--- src/rtl/seven_seg_pkg.sv ---
// Shared definitions for the 7-segment scan driver.
// Holds the segment bit order, the all-off constants and the active-low hex
// glyph table used by the decoder.
package seven_seg_pkg;

  // Segment vectors are 7 bits wide and ordered {g,f,e,d,c,b,a}, so bit 0 is a.
  typedef enum int unsigned {
    SEG_A = 0,
    SEG_B = 1,
    SEG_C = 2,
    SEG_D = 3,
    SEG_E = 4,
    SEG_F = 5,
    SEG_G = 6
  } seg_bit_e;

  localparam logic [6:0] SEG_OFF = 7'b1111111;
  localparam logic [3:0] AN_OFF  = 4'b1111;

  // Active-low glyphs for 0-9 and A, b, C, d, E, F.
  localparam logic [6:0] SEG_HEX [16] = '{
    7'b1000000, 7'b1111001, 7'b0100100, 7'b0110000,
    7'b0011001, 7'b0010010, 7'b0000010, 7'b1111000,
    7'b0000000, 7'b0010000, 7'b0001000, 7'b0000011,
    7'b1000110, 7'b0100001, 7'b0000110, 7'b0001110
  };

endpackage

--- src/rtl/hex_to_7seg.sv ---
// Combinational hex-digit to 7-segment decoder.
// Ports:
//   i_hex  - 4-bit digit value (0-15)
//   o_seg  - active-low segments {g,f,e,d,c,b,a}
module hex_to_7seg
  import seven_seg_pkg::*;
(
  input  logic [3:0] i_hex,
  output logic [6:0] o_seg
);

  assign o_seg = SEG_HEX[i_hex];

endmodule

--- src/rtl/seven_seg_scan.sv ---
// Time-multiplexed 4-digit 7-segment display driver.
// Takes a snapshot of the four digits and their decimal points once per
// frame. It then steps through the digits, one slot of REFRESH_N cycles
// each. Each slot opens with GUARD dead cycles so one digit cannot ghost
// into the next. Leading zeros can be blanked, and the whole display can
// be forced off.
// Ports:
//   clk, reset        - clock; synchronous active-high reset
//   d3..d0            - digit values (d3 leftmost), 0-15 shown as 0-9/A-F
//   dp_in             - decimal-point request, bit i for digit i
//   lzb               - leading-zero blanking enable (live)
//   blank             - force all anodes off (live)
//   an                - active-low anode enables, bit i for digit i
//   seg               - active-low segments {g,f,e,d,c,b,a}
//   dp                - active-low decimal point
//   frame_tick        - one-cycle pulse when a new snapshot takes effect
module seven_seg_scan
  import seven_seg_pkg::*;
#(
  parameter int REFRESH_N = 50000,
  parameter int GUARD     = 2
) (
  input  logic       clk,
  input  logic       reset,
  input  logic [3:0] d3,
  input  logic [3:0] d2,
  input  logic [3:0] d1,
  input  logic [3:0] d0,
  input  logic [3:0] dp_in,
  input  logic       lzb,
  input  logic       blank,
  output logic [3:0] an,
  output logic [6:0] seg,
  output logic       dp,
  output logic       frame_tick
);

  localparam int CW = (REFRESH_N > 1) ? $clog2(REFRESH_N) : 1;
  localparam logic [CW-1:0] LAST = CW'(REFRESH_N - 1);

  logic [CW-1:0]    r_count;
  logic [1:0]       r_idx;
  logic [3:0][3:0]  r_digits;
  logic [3:0]       r_dp;

  logic             w_slot_end;
  logic             w_frame_end;
  logic             w_upper_zero;
  logic             w_blanked;
  logic [6:0]       w_seg;

  assign w_slot_end  = (r_count == LAST);
  assign w_frame_end = w_slot_end && (r_idx == 2'd3);

  // Leading-zero test: the current digit and every digit to its left are 0.
  // NOTE: give every always_comb output a default first so no path can
  // leave it unassigned and infer a latch.
  always_comb begin
    w_upper_zero = 1'b1;
    for (int j = 0; j < 4; j++) begin
      if (j >= int'(r_idx) && r_digits[j] != 4'd0) begin
        w_upper_zero = 1'b0;
      end
    end
  end

  // Digit 0 is never zero-blanked, so a value of 0 still shows "0".
  assign w_blanked = (int'(r_count) < GUARD) || blank ||
                     (lzb && (r_idx != 2'd0) && w_upper_zero);

  hex_to_7seg u_dec (
    .i_hex (r_digits[r_idx]),
    .o_seg (w_seg)
  );

  // NOTE: sequential state uses non-blocking assignments only, so every
  // register samples the pre-edge values of the others.
  always_ff @(posedge clk) begin
    if (reset) begin
      // NOTE: the shadow digits are reset too. The first frame after reset
      // must show a defined 0 rather than whatever the flops powered up as.
      r_count    <= '0;
      r_idx      <= 2'd0;
      r_digits   <= '0;
      r_dp       <= 4'd0;
      an         <= AN_OFF;
      seg        <= SEG_OFF;
      dp         <= 1'b1;
      frame_tick <= 1'b0;
    end else begin
      if (w_slot_end) begin
        r_count <= '0;
        r_idx   <= r_idx + 2'd1;
      end else begin
        r_count <= r_count + 1'b1;
      end

      // Inputs are captured only at the frame boundary, so a frame never tears.
      if (w_frame_end) begin
        r_digits <= {d3, d2, d1, d0};
        r_dp     <= dp_in;
      end
      frame_tick <= w_frame_end;

      if (w_blanked) begin
        an  <= AN_OFF;
        seg <= SEG_OFF;
        dp  <= 1'b1;
      end else begin
        an  <= ~(4'b0001 << r_idx);
        seg <= w_seg;
        dp  <= ~r_dp[r_idx];
      end
    end
  end

endmodule

--- config.mk ---
export PLATFORM = sky130hd
export DESIGN_NAME = seven_seg_scan
export DESIGN_NICKNAME = d
export VERILOG_FILES = /design/src/rtl/seven_seg_pkg.sv /design/src/rtl/hex_to_7seg.sv /design/src/rtl/seven_seg_scan.sv
export SDC_FILE = /design/constraint.sdc
export NUM_CORES = 1
export LEC_CHECK = 0
export CORE_ASPECT_RATIO = 2
export CORE_UTILIZATION = 30
export DETAILED_ROUTE_END_ITERATION = 10
export PLACE_DENSITY = 0.54
export REMOVE_ABC_BUFFERS = 1
export SLEW_MARGIN = 25
export SYNTH_ARGS = -nofsm -noshare
export SYNTH_HDL_FRONTEND = slang
export SYNTH_SLANG_ARGS = --single-unit
export TNS_END_PERCENT = 1
--- constraint.sdc ---
create_clock -name clk -period 4.26 [get_ports clk]
set_input_delay 0.852 -clock clk [delete_from_list [all_inputs] [get_ports clk]]
set_output_delay 0.852 -clock clk [all_outputs]
set_load 0.02 [all_outputs]
==> impl_metrics.yaml, run 1 <==
timing:
  fmax_mhz: 390.1
  rsz0062_at_grt: "false"
  clock_skew_ns: 0.004781
  setup_ws_ns: 1.697
  hold_slack_ns: 0.4649
  worst_pin_slew_ns: 0.8902
  slew_headroom_pct: 40.66
  timing.final.crit_share_pct: 60.17
  hold_viol: 0
  finalSetupTns_ns: 0
  setup_viol: 0
  min_period_ns: 2.563
  slew_violations: 0
global_route:
  grt_pass1_vias: 2114
  track_usage_pct: 15.91
  grt_overflow: 0
  antenna_found_initial: 0
  grt_max_degree: 27
  grt_pass1_wl_um: 10380
placed_design:
  dp_cells: 382
  hpwl_um: 4582
  routabilityCongestion: 0.8484
  numPortBuffers: 36
  place_area_um2: 2872
  dp_slack_ns: 1.398
synth:
  ys_ff_latch: 51
  syn_inst: 267
  synth-edff-count: 0
  syn_area_um2: 2452
  yosysWarnings: 0
  netlist.area_leader.share_pct: 41.63
  synth_cell_types: 41
  synth_area_leader_cell: "dfxtp_1"
  ys.flop_type: "dfxtp_1"
  ys_seq_area_share_pct: 41.63
  avgSynthCellArea_um2: 9.185
  synth-async-reset-ratio_pct: 0
  synth_area_leaders: "dfxtp_1 42%, o31ai_1 6.1%, nand4_1 5.9%"
route:
  drt_wl_total_um: 6267
  route.met2.wl_um: 3597
  drt_iter0_markers: 83
  post_drt_via_cell_ratio: 5.356
  firstDrtPassIters: 6
  wl_per_cell_um: 16.15
  wl_met3_um: 212
  drc: 0
  antenna_left: 0
  topRoutingLayerUsed: "met4"
  vias: 2078
  m1WireLength_um: 2294
critical_path:
  start_kind: "input pin"
  cp_data_arrival_time_ns: 2.71
  crit_chain: "clkdlybuf4s50_1 -> buf_4 -> or2_2 -> a41oi_1 -> o41a_1 -> o221ai_1"
  crit_required_ns: 4.40
  timing.critical_path.buf_inv: 2
  path_class: "input pin to register"
  slowest_delay_ns: 0.49
  slowest_stage: "o41a_1"
  worstPathMaxFanout: 26
  cpLargestDelayFamily: "compound AO/OA/AOI/OAI gates"
  end_kind: "register"
die:
  die_y_um: 129.9
  ioPinCount: 37
  die_x_um: 65.93
  coreArea_um2: 7943
  rows: 46
  die_area_um2: 8562
  start_util_pct: 30.88
clocking:
  clk_latency_ns: 0.28
  cts_hold_buf: 0
  cts_sinks: 51
  tritoncts: "done"
  htree_levels: 2
  cts.path.max_buffers: 2
  post_cts_resized: 0
  clk_pin_slew_ns: 0.07
  cts_inserted_buffers: 5
  cts_setup_buffers: 0
  root_buffer: "clkbuf_16"
pwr:
  p_leak_nw: 0.9252
  cellPowerDensity_nw_per_um2: 305.5
  ir_drop_v: 0.0001442
  finalPower_mw: 0.9167
cells_and_area:
  final_cell_mix: "51 x dfxtp_1, 36 x clkdlybuf4s50_1, 25 x a21oi_1"
  syn2layout_area_growth_pct: 22.35
  antenna_cells: 0
  finalInstanceArea_um2: 3000
  fillCellCount: 853
  drive_gt1_share_pct: 8.562
  fin_util_pct: 37.78
  fin_cells: 388
  final_nets: 328
  final_common_cell: "dfxtp_1"
job:
  maxCapViolations: 0
run_status:
  status: "finished clean"
worst_hold_path:
  hp-class: "register to register"
[sequential cells by signal, summed over array words and instances, names as in the netlist]
name,flops
an,4
dp,1
frame_tick,1
r_count,16
r_digits,16
r_dp,4
r_idx,2
seg,7
[cell type report]
| type | count | area (um2) | area share [%] |
|---|---|---|---|
| Multi-Input combinational cell | 183 | 1295 | 43.16 |
| Sequential cell | 51 | 1021 | 34.03 |
| Timing Repair Buffer | 40 | 390.4 | 13.01 |
| Clock buffer | 6 | 128.9 | 4.295 |
| Tap cell | 96 | 120.1 | 4.003 |
| Inverter | 12 | 45.04 | 1.501 |
[metal layers]
metal  GRT usage (%)  vias up
met1           15.95      982
li1                -     1035
met4           6.008        0
met3           2.535       13
met5               0        -
met2           31.33       48
[cell families (layout without fill, tap and decap cells)]
family	count (synthesis)	count (layout)	synth area share, %
multiplexers	8	8	5.918
XOR/XNOR	12	12	4.286
flip-flops	51	51	41.63
buffers and inverters	33	58	5.765
adder cells (fa/ha/maj)	11	11	5.612
AND/OR/NAND/NOR	89	89	20.10
AO/OA/AOI/OAI	63	63	16.68
[Yosys cell counts (all sizes together), types with 3 or more instances]
master / n
dfxtp: 51
a21oi: 25
nand4: 23
o31ai: 20
nor2: 17
clkbuf: 14
nand2: 14
inv: 12
ha: 11
xnor2: 11
nand3: 10
nor4: 10
buf: 7
o21ai: 6
mux4: 5
and2: 3
nor3: 3
o211ai: 3
[final timing paths]
path | start | slack (ns) | depth (start not counted) | end
worst max-delay path | reset | 1.70 | 6 | seg[2]
worst min-delay path | r_count[0] | 0.46 | 1 | r_count[0]
worst max register to register | r_idx[0] | 1.94 | 5 | seg[0]
worst min register to register | r_count[0] | 0.46 | 1 | r_count[0]
[power breakdown]
part,switching (mW),internal (mW),total [mW]
clock,0.166,0.212,0.378
sequential,0.00416,0.483,0.487
combinational,0.0213,0.0304,0.0517
Power figures use the tool's default switching activity.
==> run 2: changes to the inputs <==
==> constraint.sdc (replaced) <==
create_clock -name clk -period 2.47 [get_ports clk]
set_input_delay 0.494 -clock clk [delete_from_list [all_inputs] [get_ports clk]]
set_output_delay 0.494 -clock clk [all_outputs]
set_load 0.02 [all_outputs]
==> run 2 against run 1 <==
  * Routed wire length is 0.91% higher
  * Largest power group unchanged
  * Largest cell class unchanged
  * Clock power is 74% higher
  * Non-clock buffer count is 4 higher
  * Power is 73% higher
  * Via count is 2.1% higher
  * Global-route usage is 0.71 points higher
==> impl_metrics.yaml, run 2 (same netlist as run 1, synthesis figures left out) <==
global_route:
  track_usage_pct: 16.62
  grt_max_degree: 26
  grt_pass1_wl_um: 10680
  antenna_found_initial: 0
  grt_pass1_vias: 2203
  grt_overflow: 0
critical_path:
  rrSetupSlack_ns: 0.27
  crit_chain: "inv_1 -> ha_1 -> or4b_1 -> o41a_1 -> o2111ai_1"
  start_kind: "register"
  reg2reg_to: "seg[0]"
  crit_required_ns: 2.69
  cpLargestDelayFamily: "compound AO/OA/AOI/OAI gates"
  slowest_delay_ns: 0.56
  worstPathMaxFanout: 11
  crit_cells: 5
  timing.critical_path.buf_inv: 1
  end_kind: "register"
  path_class: "register to register"
  timing.rr.start: "r_idx[0]"
  rr_worst_depth: 5
  slowest_stage: "o41a_1"
  cp_data_arrival_time_ns: 2.41
worst_hold_path:
  hold_depth: 2
  hp-start: "r_digits[0]"
  hp-class: "register to register"
  hold_end: "r_digits[0]"
timing:
  min_period_ns: 2.196
  fmax_mhz: 455.3
  finalSetupTns_ns: 0
  slew_headroom_pct: 52.92
  worst_pin_slew_ns: 0.7055
  slew_violations: 0
  timing.final.crit_share_pct: 88.91
  rsz0062_at_grt: "false"
  setup_viol: 0
  hold_viol: 0
  clock_skew_ns: 0.003697
cells_and_area:
  fin_util_pct: 38.15
  final_common_cell: "dfxtp_1"
  syn2layout_area_growth_pct: 23.57
  final_cell_mix: "51 x dfxtp_1, 36 x clkdlybuf4s50_1, 25 x a21oi_1"
  top_regs: "r_count: 16 flops, r_digits: 16 flops, seg: 7 flops"
  final_nets: 332
  drive_gt1_share_pct: 9.797
  finalInstanceArea_um2: 3030
  antenna_cells: 0
pwr:
  power_frac_comb_pct: 5.6
  p_int_mw: 1.250
  p_switching_mw: 0.3374
  p_sw_share_pct: 21.26
  p_clk_share_pct: 41.5
  seq_power_share_pct: 52.9
  cellPowerDensity_nw_per_um2: 523.8
  finalPower_mw: 1.587
  ir_drop_v: 0.0002782
  p_leak_nw: 0.9445
die:
  rows: 46
  start_util_pct: 30.88
  ioPinCount: 37
  die_y_um: 129.9
  die_area_um2: 8562
  coreArea_um2: 7943
  die_x_um: 65.93
job:
  maxCapViolations: 0
clocking:
  clk_latency_ns: 0.29
  clk_pin_slew_ns: 0.06
  cts_hold_buf: 0
  cts_setup_buffers: 0
  htree_levels: 2
  tritoncts: "done"
  post_cts_resized: 0
  cts.path.max_buffers: 2
  cts_sinks: 51
  cts_inserted_buffers: 5
  root_buffer: "clkbuf_16"
route:
  firstDrtPassIters: 4
  wl_per_cell_um: 16.13
  post_drt_via_cell_ratio: 5.413
  antenna_left: 0
  vias: 2122
  drc: 0
  drt_wl_total_um: 6324
  drt_iter0_markers: 98
run_status:
  status: "finished clean"
placed_design:
  numPortBuffers: 36
  hpwl_um: 4723
  place_area_um2: 2902
  routabilityCongestion: 0.8349
## run 2: area by class of cell
cell class,instances,area [um2]
Sequential cell,51,1021
Timing Repair Buffer,44,420.4
Fill cell,818,4912
Multi-Input combinational cell,183,1295
Tap cell,96,120.1
Clock buffer,6,128.9
Inverter,12,45.04
## run 2: stage by stage
step | worst slack (ns) | instances | hold WS (ns)
global placement | 0.1557 | 386 | 0.4463
CTS | 0.2693 | 392 | 0.4753
floorplan | 0.2533 | 246 | 0.4297
finish | 0.2739 | 392 | 0.4728
detailed placement | 0.1016 | 386 | 0.4646
global route | 0.1348 | 392 | 0.5000
## run 2: power by group through the flow
| stage | Sequential (mW) | Clock, mW | Combinational (mW) |
|---|---|---|---|
| 6_report | 0.839 | 0.659 | 0.0889 |
| 3_3_place_gp | 0.858 | 0 | 0.0894 |
| 2_1_floorplan | 0.864 | 0 | 0.0192 |
| 5_1_grt | 0.840 | 0.717 | 0.0974 |
| 3_5_place_dp | 0.858 | 0 | 0.0897 |
| 4_1_cts | 0.839 | 0.680 | 0.0901 |
## run 2: worst reg2reg max path, cell delays in order (launching register included)
cell       delay [ns]
dfxtp_1          0.54
inv_1            0.15
ha_1             0.23
or4b_1           0.46
o41a_1           0.56
o2111ai_1        0.18
## run 2: how the worst max path moves through the flow
stage / from / to / slack (ns)
floorplan: r_count[0] / r_digits[0] / 0.25
global placement: reset / seg[4] / 0.16
detailed placement: reset / seg[2] / 0.10
CTS: r_idx[0] / seg[0] / 0.27
global route: r_idx[0] / seg[3] / 0.13
finish: r_idx[0] / seg[0] / 0.27
## run 2: layer usage
layer  wire length, um  GRT usage [%]  up-vias  share of wire (%)
met3               210          3.759       22                3.3
li1                  -              -     1042                  -
met4               261          9.887        0                4.1
met5                 0              0        -                  0
met1              2275          15.89     1009                 36
met2              3577          31.09       49                 57
